[src/rtl/peripheral_msi_bridge_wb.sv]
// Registered Wishbone classic bridge: one master-side request is replayed to the
// slave, and the slave's termination (or a watchdog error) is returned one cycle later.
module peripheral_msi_bridge_wb #(
    parameter int AW      = 32,
    parameter int DW      = 32,
    parameter int TIMEOUT = 255
) (
    input  logic            wb_clk,
    input  logic            wb_rst,
    input  logic [AW-1:0]   wbm_adr_i,
    input  logic [DW-1:0]   wbm_dat_i,
    input  logic [DW/8-1:0] wbm_sel_i,
    input  logic            wbm_we_i,
    input  logic            wbm_cyc_i,
    input  logic            wbm_stb_i,
    output logic [DW-1:0]   wbm_dat_o,
    output logic            wbm_ack_o,
    output logic            wbm_err_o,
    output logic            wbm_rty_o,
    output logic [AW-1:0]   wbs_adr_o,
    output logic [DW-1:0]   wbs_dat_o,
    output logic [DW/8-1:0] wbs_sel_o,
    output logic            wbs_we_o,
    output logic            wbs_cyc_o,
    output logic            wbs_stb_o,
    input  logic [DW-1:0]   wbs_dat_i,
    input  logic            wbs_ack_i,
    input  logic            wbs_err_i,
    input  logic            wbs_rty_i,
    output logic            busy_o,
    output logic            timeout_o
);

    localparam int CW = (TIMEOUT == 0) ? 1 : $clog2(TIMEOUT + 1);
    localparam logic [CW-1:0] WD_LAST = CW'((TIMEOUT == 0) ? 0 : TIMEOUT - 1);

    typedef enum logic [1:0] {IDLE, REQ, RESP} state_t;

    state_t        state;
    logic [CW-1:0] wdog;
    logic          slave_term;
    logic          expire;

    assign slave_term = wbs_ack_i | wbs_err_i | wbs_rty_i;
    // With TIMEOUT=0 the comparison is masked so the counter may wrap harmlessly.
    assign expire     = (TIMEOUT != 0) && (wdog == WD_LAST);

    always_ff @(posedge wb_clk) begin
        if (!wb_rst) begin
            state     <= IDLE;
            wdog      <= '0;
            wbm_dat_o <= '0;
            wbm_ack_o <= 1'b0;
            wbm_err_o <= 1'b0;
            wbm_rty_o <= 1'b0;
            wbs_adr_o <= '0;
            wbs_dat_o <= '0;
            wbs_sel_o <= '0;
            wbs_we_o  <= 1'b0;
            wbs_cyc_o <= 1'b0;
            wbs_stb_o <= 1'b0;
            busy_o    <= 1'b0;
            timeout_o <= 1'b0;
        end else begin
            wbm_ack_o <= 1'b0;
            wbm_err_o <= 1'b0;
            wbm_rty_o <= 1'b0;
            timeout_o <= 1'b0;
            case (state)
                IDLE: begin
                    if (wbm_cyc_i && wbm_stb_i) begin
                        wbs_adr_o <= wbm_adr_i;
                        wbs_dat_o <= wbm_dat_i;
                        wbs_sel_o <= wbm_sel_i;
                        wbs_we_o  <= wbm_we_i;
                        wbs_cyc_o <= 1'b1;
                        wbs_stb_o <= 1'b1;
                        wdog      <= '0;
                        busy_o    <= 1'b1;
                        state     <= REQ;
                    end
                end
                REQ: begin
                    // A vanished master takes precedence: nobody is left to take a response.
                    if (!wbm_cyc_i) begin
                        wbs_cyc_o <= 1'b0;
                        wbs_stb_o <= 1'b0;
                        busy_o    <= 1'b0;
                        state     <= IDLE;
                    end else if (slave_term) begin
                        wbm_dat_o <= wbs_dat_i;
                        wbm_err_o <= wbs_err_i;
                        wbm_rty_o <= !wbs_err_i && wbs_rty_i;
                        wbm_ack_o <= !wbs_err_i && !wbs_rty_i && wbs_ack_i;
                        wbs_cyc_o <= 1'b0;
                        wbs_stb_o <= 1'b0;
                        state     <= RESP;
                    end else if (expire) begin
                        wbm_dat_o <= wbs_dat_i;
                        wbm_err_o <= 1'b1;
                        timeout_o <= 1'b1;
                        wbs_cyc_o <= 1'b0;
                        wbs_stb_o <= 1'b0;
                        state     <= RESP;
                    end else begin
                        wdog <= wdog + 1'b1;
                    end
                end
                RESP: begin
                    busy_o <= 1'b0;
                    state  <= IDLE;
                end
                default: begin
                    wbs_cyc_o <= 1'b0;
                    wbs_stb_o <= 1'b0;
                    busy_o    <= 1'b0;
                    state     <= IDLE;
                end
            endcase
        end
    end

endmodule
[config.mk]
export PLATFORM = sky130hd
export DESIGN_NAME = peripheral_msi_bridge_wb
export DESIGN_NICKNAME = d
export VERILOG_FILES = /design/src/rtl/peripheral_msi_bridge_wb.sv
export SDC_FILE = /design/constraint.sdc
export NUM_CORES = 1
export LEC_CHECK = 0
export ABC_AREA = 1
export CAP_MARGIN = 20
export CORE_ASPECT_RATIO = 1.1
export CORE_MARGIN = 10
export CORE_UTILIZATION = 41
export CTS_CLUSTER_DIAMETER = 40
export DETAILED_ROUTE_END_ITERATION = 7
export PLACE_DENSITY_LB_ADDON = 0.12
export SYNTH_ARGS = -nofsm -noshare
export SYNTH_HDL_FRONTEND = slang
export SYNTH_SLANG_ARGS = --single-unit
[constraint.sdc]
create_clock -name wb_clk -period 1.9 [get_ports wb_clk]
set_input_delay 0.19 -clock wb_clk [delete_from_list [all_inputs] [get_ports wb_clk]]
set_output_delay 0.19 -clock wb_clk [all_outputs]
set_load 0.02 [all_outputs]
* Word level (Yosys, flattened, before mapping) *
Index checks and enable logic that the tools add are counted.

storage, ports and cells
  register bits = 117
  bits of input ports = 108
  output and inout bits = 108
  logic and storage cells = 68

operators by class
  add/subtract/negate cells = 1
  eq/ne operators = 9
  multiplexer cells = 21
  bitwise logic cells = 6
  reduce and logical (&&, ||, !) cells = 18

operator list
  cell                 count
  $mux 32              2
  $mux 8               4
  $pmux 8 s2           1
  $ne 2x2->1 const B   5
  $reduce_and 3->1     3
  $add 8x1->8 const B  1
  $eq 8x8->1 const B   1
  $mux 2               4
  $mux 1               7
  $reduce_and 2->1     3
  $reduce_and 5->1     1
  $logic_and 1x1->1    4
  $ne 4x4->1 const B   1
  $not 1->1            4
  $pmux 2 s2           1
  $reduce_and 4->1     1
  $reduce_bool 2->1    2
  $reduce_or 4->1      1
  $pmux 1 s3           1
  $eq 2x1->1 const B   1
  $eq 2x2->1 const B   1
  $logic_not 1->1      2
  $logic_not 2->1      1
  $or 1x1->1           2
  $pmux 1 s2           1

* Depth between registers and ports, before layout *
Gate-level depths: netlist of run 1.

  word-level depth = 5
  depth in mapped cells = 11
  gate-level depth less buffers = 11

* Worst setup path before layout of run 1 *
No wires, ideal clock.

  kind = register to register
  from = register wdog[0]
  to = register wbm_dat_o[10]
  setup time = 0.132 ns
  data arrival time = 1.276 ns
  required time = 1.768 ns
  path slack = 0.492 ns
  cell stages (with the launch flop) = 11
  path buffers = 1
  path through = dfxtp_1 > inv_1 > ha_1 > nand2_1 > nor2_1 > nand2_4 > nand3_4 > nand2_4 > buf_6 > nand2_1 > a21oi_1

on the way
  cells in the longest elaborated chain, start to end = 3

ends and longest elaborated chain
  item                         line  RTL
  start: declaration           40    logic [CW-1:0] wdog;
  start signal: assignment     106   wdog <= wdog + 1'b1;
  $eq 8x8->1                   46    assign expire = (TIMEOUT != 0) && (wdog == WD_LAST);
  $reduce_bool 2->1 (no line)  --
  $reduce_and 3->1 (no line)   --
  end signal: assignment       91    wbm_dat_o <= wbs_dat_i;
  end signal: assignment       99    wbm_dat_o <= wbs_dat_i;
  end: declaration             16    output logic [DW-1:0] wbm_dat_o,

Every way passes these cells.
A chain may end at the register's enable or synchronous reset.

* Worst setup path after layout of run 1 *
  from = register wdog[0]
  to = register wbm_dat_o[18]

The elaborated chain is that of the path after synthesis.

==> results of run 1 <==
[routing by layer]
| metal | routed length [um] | track usage (%) | part of all wire, % | vias up |
|---|---|---|---|---|
| met5 | 12 | 0 | 0.081 | - |
| met4 | 243 | 6.39 | 1.6 | 2 |
| met3 | 1520 | 10.1 | 10 | 17 |
| met2 | 7250 | 32.4 | 49 | 151 |
| met1 | 5820 | 18.9 | 39 | 2047 |
| li1 | - | - | - | 2252 |
[final timing paths]
path | from | endpoint | cells past startpoint
setup reg to reg | wdog[0] | wbm_dat_o[18] | 9
setup / recovery | wdog[0] | wbm_dat_o[18] | 9
hold reg to reg | wbm_dat_o[27] | wbm_dat_o[27] | 2
hold / removal | wb_rst | wdog[1] | 3
[registers in the layout, indices dropped and copies added (netlist names)]
name / flops
wbm_dat_o: 32
wbs_adr_o: 32
wbs_dat_o: 32
wdog: 8
wbs_sel_o: 4
state: 2
busy_o: 1
timeout_o: 1
wbm_ack_o: 1
wbm_err_o: 1
wbm_rty_o: 1
wbs_stb_o: 1
wbs_we_o: 1
[metrics by stage]
step	setup slack, ns	util, %	area, um^2	power (uW)	hold slack (ns)
5_1_grt	0.0683	69.3	7270	7190	0.115
3_3_place_gp	0.204	63.5	6660	3680	0.448
4_1_cts	0.230	69.3	7270	7000	0.103
2_1_floorplan	0.492	-	4450	3150	0.266
3_5_place_dp	0.153	63.5	6660	3700	0.454
6_report	0.264	69.3	7270	6940	0.116
[Yosys cell counts, types with 3 or more instances]
| cell type | n | area [um^2] |
|---|---|---|
| o21ai_0 | 71 | 355 |
| nor2_1 | 159 | 597 |
| inv_1 | 12 | 45.0 |
| a21oi_1 | 39 | 195 |
| nor2_4 | 3 | 33.8 |
| nand3_1 | 41 | 205 |
| inv_2 | 3 | 11.3 |
| dfxtp_1 | 117 | 2340 |
| clkbuf_1 | 17 | 63.8 |
| nand2_4 | 3 | 33.8 |
| buf_6 | 6 | 67.6 |
| buf_4 | 4 | 30.0 |
| buf_2 | 7 | 35.0 |
| buf_8 | 3 | 45.0 |
| nand2_1 | 68 | 255 |
[cell type report]
| cell class | instances | share of cell area (%) |
|---|---|---|
| Inverter | 15 | 0.775 |
| Clock buffer | 21 | 6.20 |
| Tap cell | 143 | 2.46 |
| Timing Repair Buffer | 226 | 31.2 |
| Clock inverter | 10 | 2.14 |
| Sequential cell | 117 | 32.2 |
| Multi-Input combinational cell | 399 | 25.0 |
[worst max-delay path, delay by kind of cell, from the launching register on]
kind	cells	cell delay [ns]
simple gates	6	0.77
flops	1	0.36
fa+ha+maj	1	0.20
compound gates	1	0.14
buf+inv	1	0.09
[power by group]
group          switching [uW]  leakage, uW  internal (uW)
Sequential               66.2     0.000957           2590
Clock                    1090     0.000293           2210
Combinational             482      0.00151            511
Total                    1640      0.00276           5300
[kinds of logic after synthesis]
| group | Yosys count |
|---|---|
| fa+ha+maj | 2 |
| buf+inv | 52 |
| flops | 117 |
| compound gates | 111 |
| xor+xnor | 2 |
| simple gates | 284 |
==> implementation parameters, run 1 <==
Parameter                              Value

Global routing
  First-pass GRT wire length    between 20 and 25 mm
  Remaining global-route overflow    0
  Number of antenna violations at the first check in global routing    1
  Tot GR Track Use    18.7%
  Pin count of the biggest net entering global routing    69
  Vias in the first global route    roughly 4500

Die
  Standard cell core area    10500 um^2
  Die ar.    15400 um^2
  Initial core utilization    42.4%
  Cell row count    39
  Overall die height    129 um
  Die X    119 um
  Count of pins on the block boundary    216

Synthesis
  Ys flop type    dfxtp_1
  Fraction of synthesized area in multiplexers    0%
  Number of enable flip-flop cells after synthesis    0
  Post-synthesis instance area    4450 um^2
  Post-synthesis share of cell area spent on and, or, nand and nor gates    27.3%
  Synth cell types    26
  Main combinational cell family by area after synthesis    simple AND/OR/NAND/NOR gates
  Total nets after synthesis    678
  Area fraction in compound gates after synthesis    about an eighth
  Count of warnings emitted by yosys    0
  Per-instance average area after synthesis    7.84 um^2
  Arithmetic-cell share of the synthesized area counting full adders, half adders and majority gates    0.562%
  Post-synthesis instance total    568
  Async S/R FF share, synth    0%
  Xor and xnor fraction of the mapped netlist area    0.393%
  Flip-flop and latch count after synthesis    117
  Sequential-to-total area share from yosys stat    52.6%

Min path
  Class of the tightest hold or removal check    primary input to register

STA
  Tmin final    approximately 1.6 ns
  Skew final    0.0101 ns
  RSZ-0062 raised after global routing    no
  Number of failing setup endpoints in the final timing report    0
  Number of hold violations in the final report    0
  Max-slew violation count    0
  Crit share post-route    a little under nine tenths
  Slew margin rel.    70.6%
  Highest Clock Rate    0.611 GHz
  Worst-margin pin slew    0.441 ns
  Sum of negative setup slack    0 ns

Finish
  Area grow syn2layout    63.2%
  Post-layout nets    just under 900
  Area taken by flip-flops and latches    2340 um^2
  N_diodes    0
  Filler cells    about 870
  Number of cells in the finished layout apart from fillers    around 930
  Area occupied by multi-input gates    1820 um^2
  Proportion of layout cells with a drive suffix above 1    under 10%
  Most frequent standard cell in the layout excluding fill and tap cells    clkdlybuf4s50_1
  Commonest cells after routing, fill and taps aside    clkdlybuf4s50_1, nor2_1, dfxtp_1, o21ai_0, nand2_1

Clock network
  Number of levels the H-tree was split into    4
  Skew-Pair Late Insertion Delay    roughly 0.41 ns
  Cts bufs inserted    17
  Deepest clock path buffer count    2
  Clock sink total    between 100 and 150
  Clock-pin slew reported for the worst setup and hold paths after clock tree synthesis    0.05 ns
  Clock tree from TritonCTS    done
  Clock root buffer    clkbuf_16
  PostCTS Resize Cnt    0
  Post-cts hold buffer count    0
  Number of buffers inserted to repair setup after CTS    0

Setup path
  Crit path DAT    1.98 ns
  CP max FO    33
  Setup slack of the most critical reg-to-reg path    0.26 ns
  CP required    2.24 ns
  Cell-by-cell trace of the critical path    inv_1, ha_1, nand2_1, nor2_1, nand2_4, nand3_4, nand2_4, nand2_1, a21oi_1
  Critical-path top delay cell    dfxtp_1
  Max incr delay on CP    between 0.3 and 0.4 ns
  Critical path capture point type    register
  Startpoint-to-endpoint class of the critical path    register to register
  Crit path launch type    register

Drt
  Iteration-0 DRC count of the detailed router    274
  Remaining antenna violation count after routing    0
  Via/cell ratio    4.80
  Wire length per cell    15.9 um
  Final routed DRC violation total    0
  DRT Pass-1 Iters    5
  Final Routed Wirelength    between 10 and 15 mm
  Via count    4469

Run status
  Result of the run    completed

Place
  Number of I/O port buffers    around 220
  Routability Congestion    between 0.8 and 0.9
  Number of cells in the design after placement    900
  HPWL after detailed placement    around 11 mm

Pwr
  Worst IR drop on VDD    574 uV
  Total power density per cell area    955 nW/um^2
  Leak pwr    0.00276 uW

Run
  Reported max-cap violation count    0
Note: power is estimated with default switching activity, not from simulation.
==> run 2: changes to the inputs <==
--- a/config.mk
+++ b/config.mk
@@ -13,6 +13,7 @@
 export CTS_CLUSTER_DIAMETER = 40
 export DETAILED_ROUTE_END_ITERATION = 7
 export PLACE_DENSITY_LB_ADDON = 0.12
+export SKIP_LAST_GASP = 1
 export SYNTH_ARGS = -nofsm -noshare
 export SYNTH_HDL_FRONTEND = slang
 export SYNTH_SLANG_ARGS = --single-unit
==> results of run 2 <==
Final layout, timing and power as in run 1 (identical DEF).
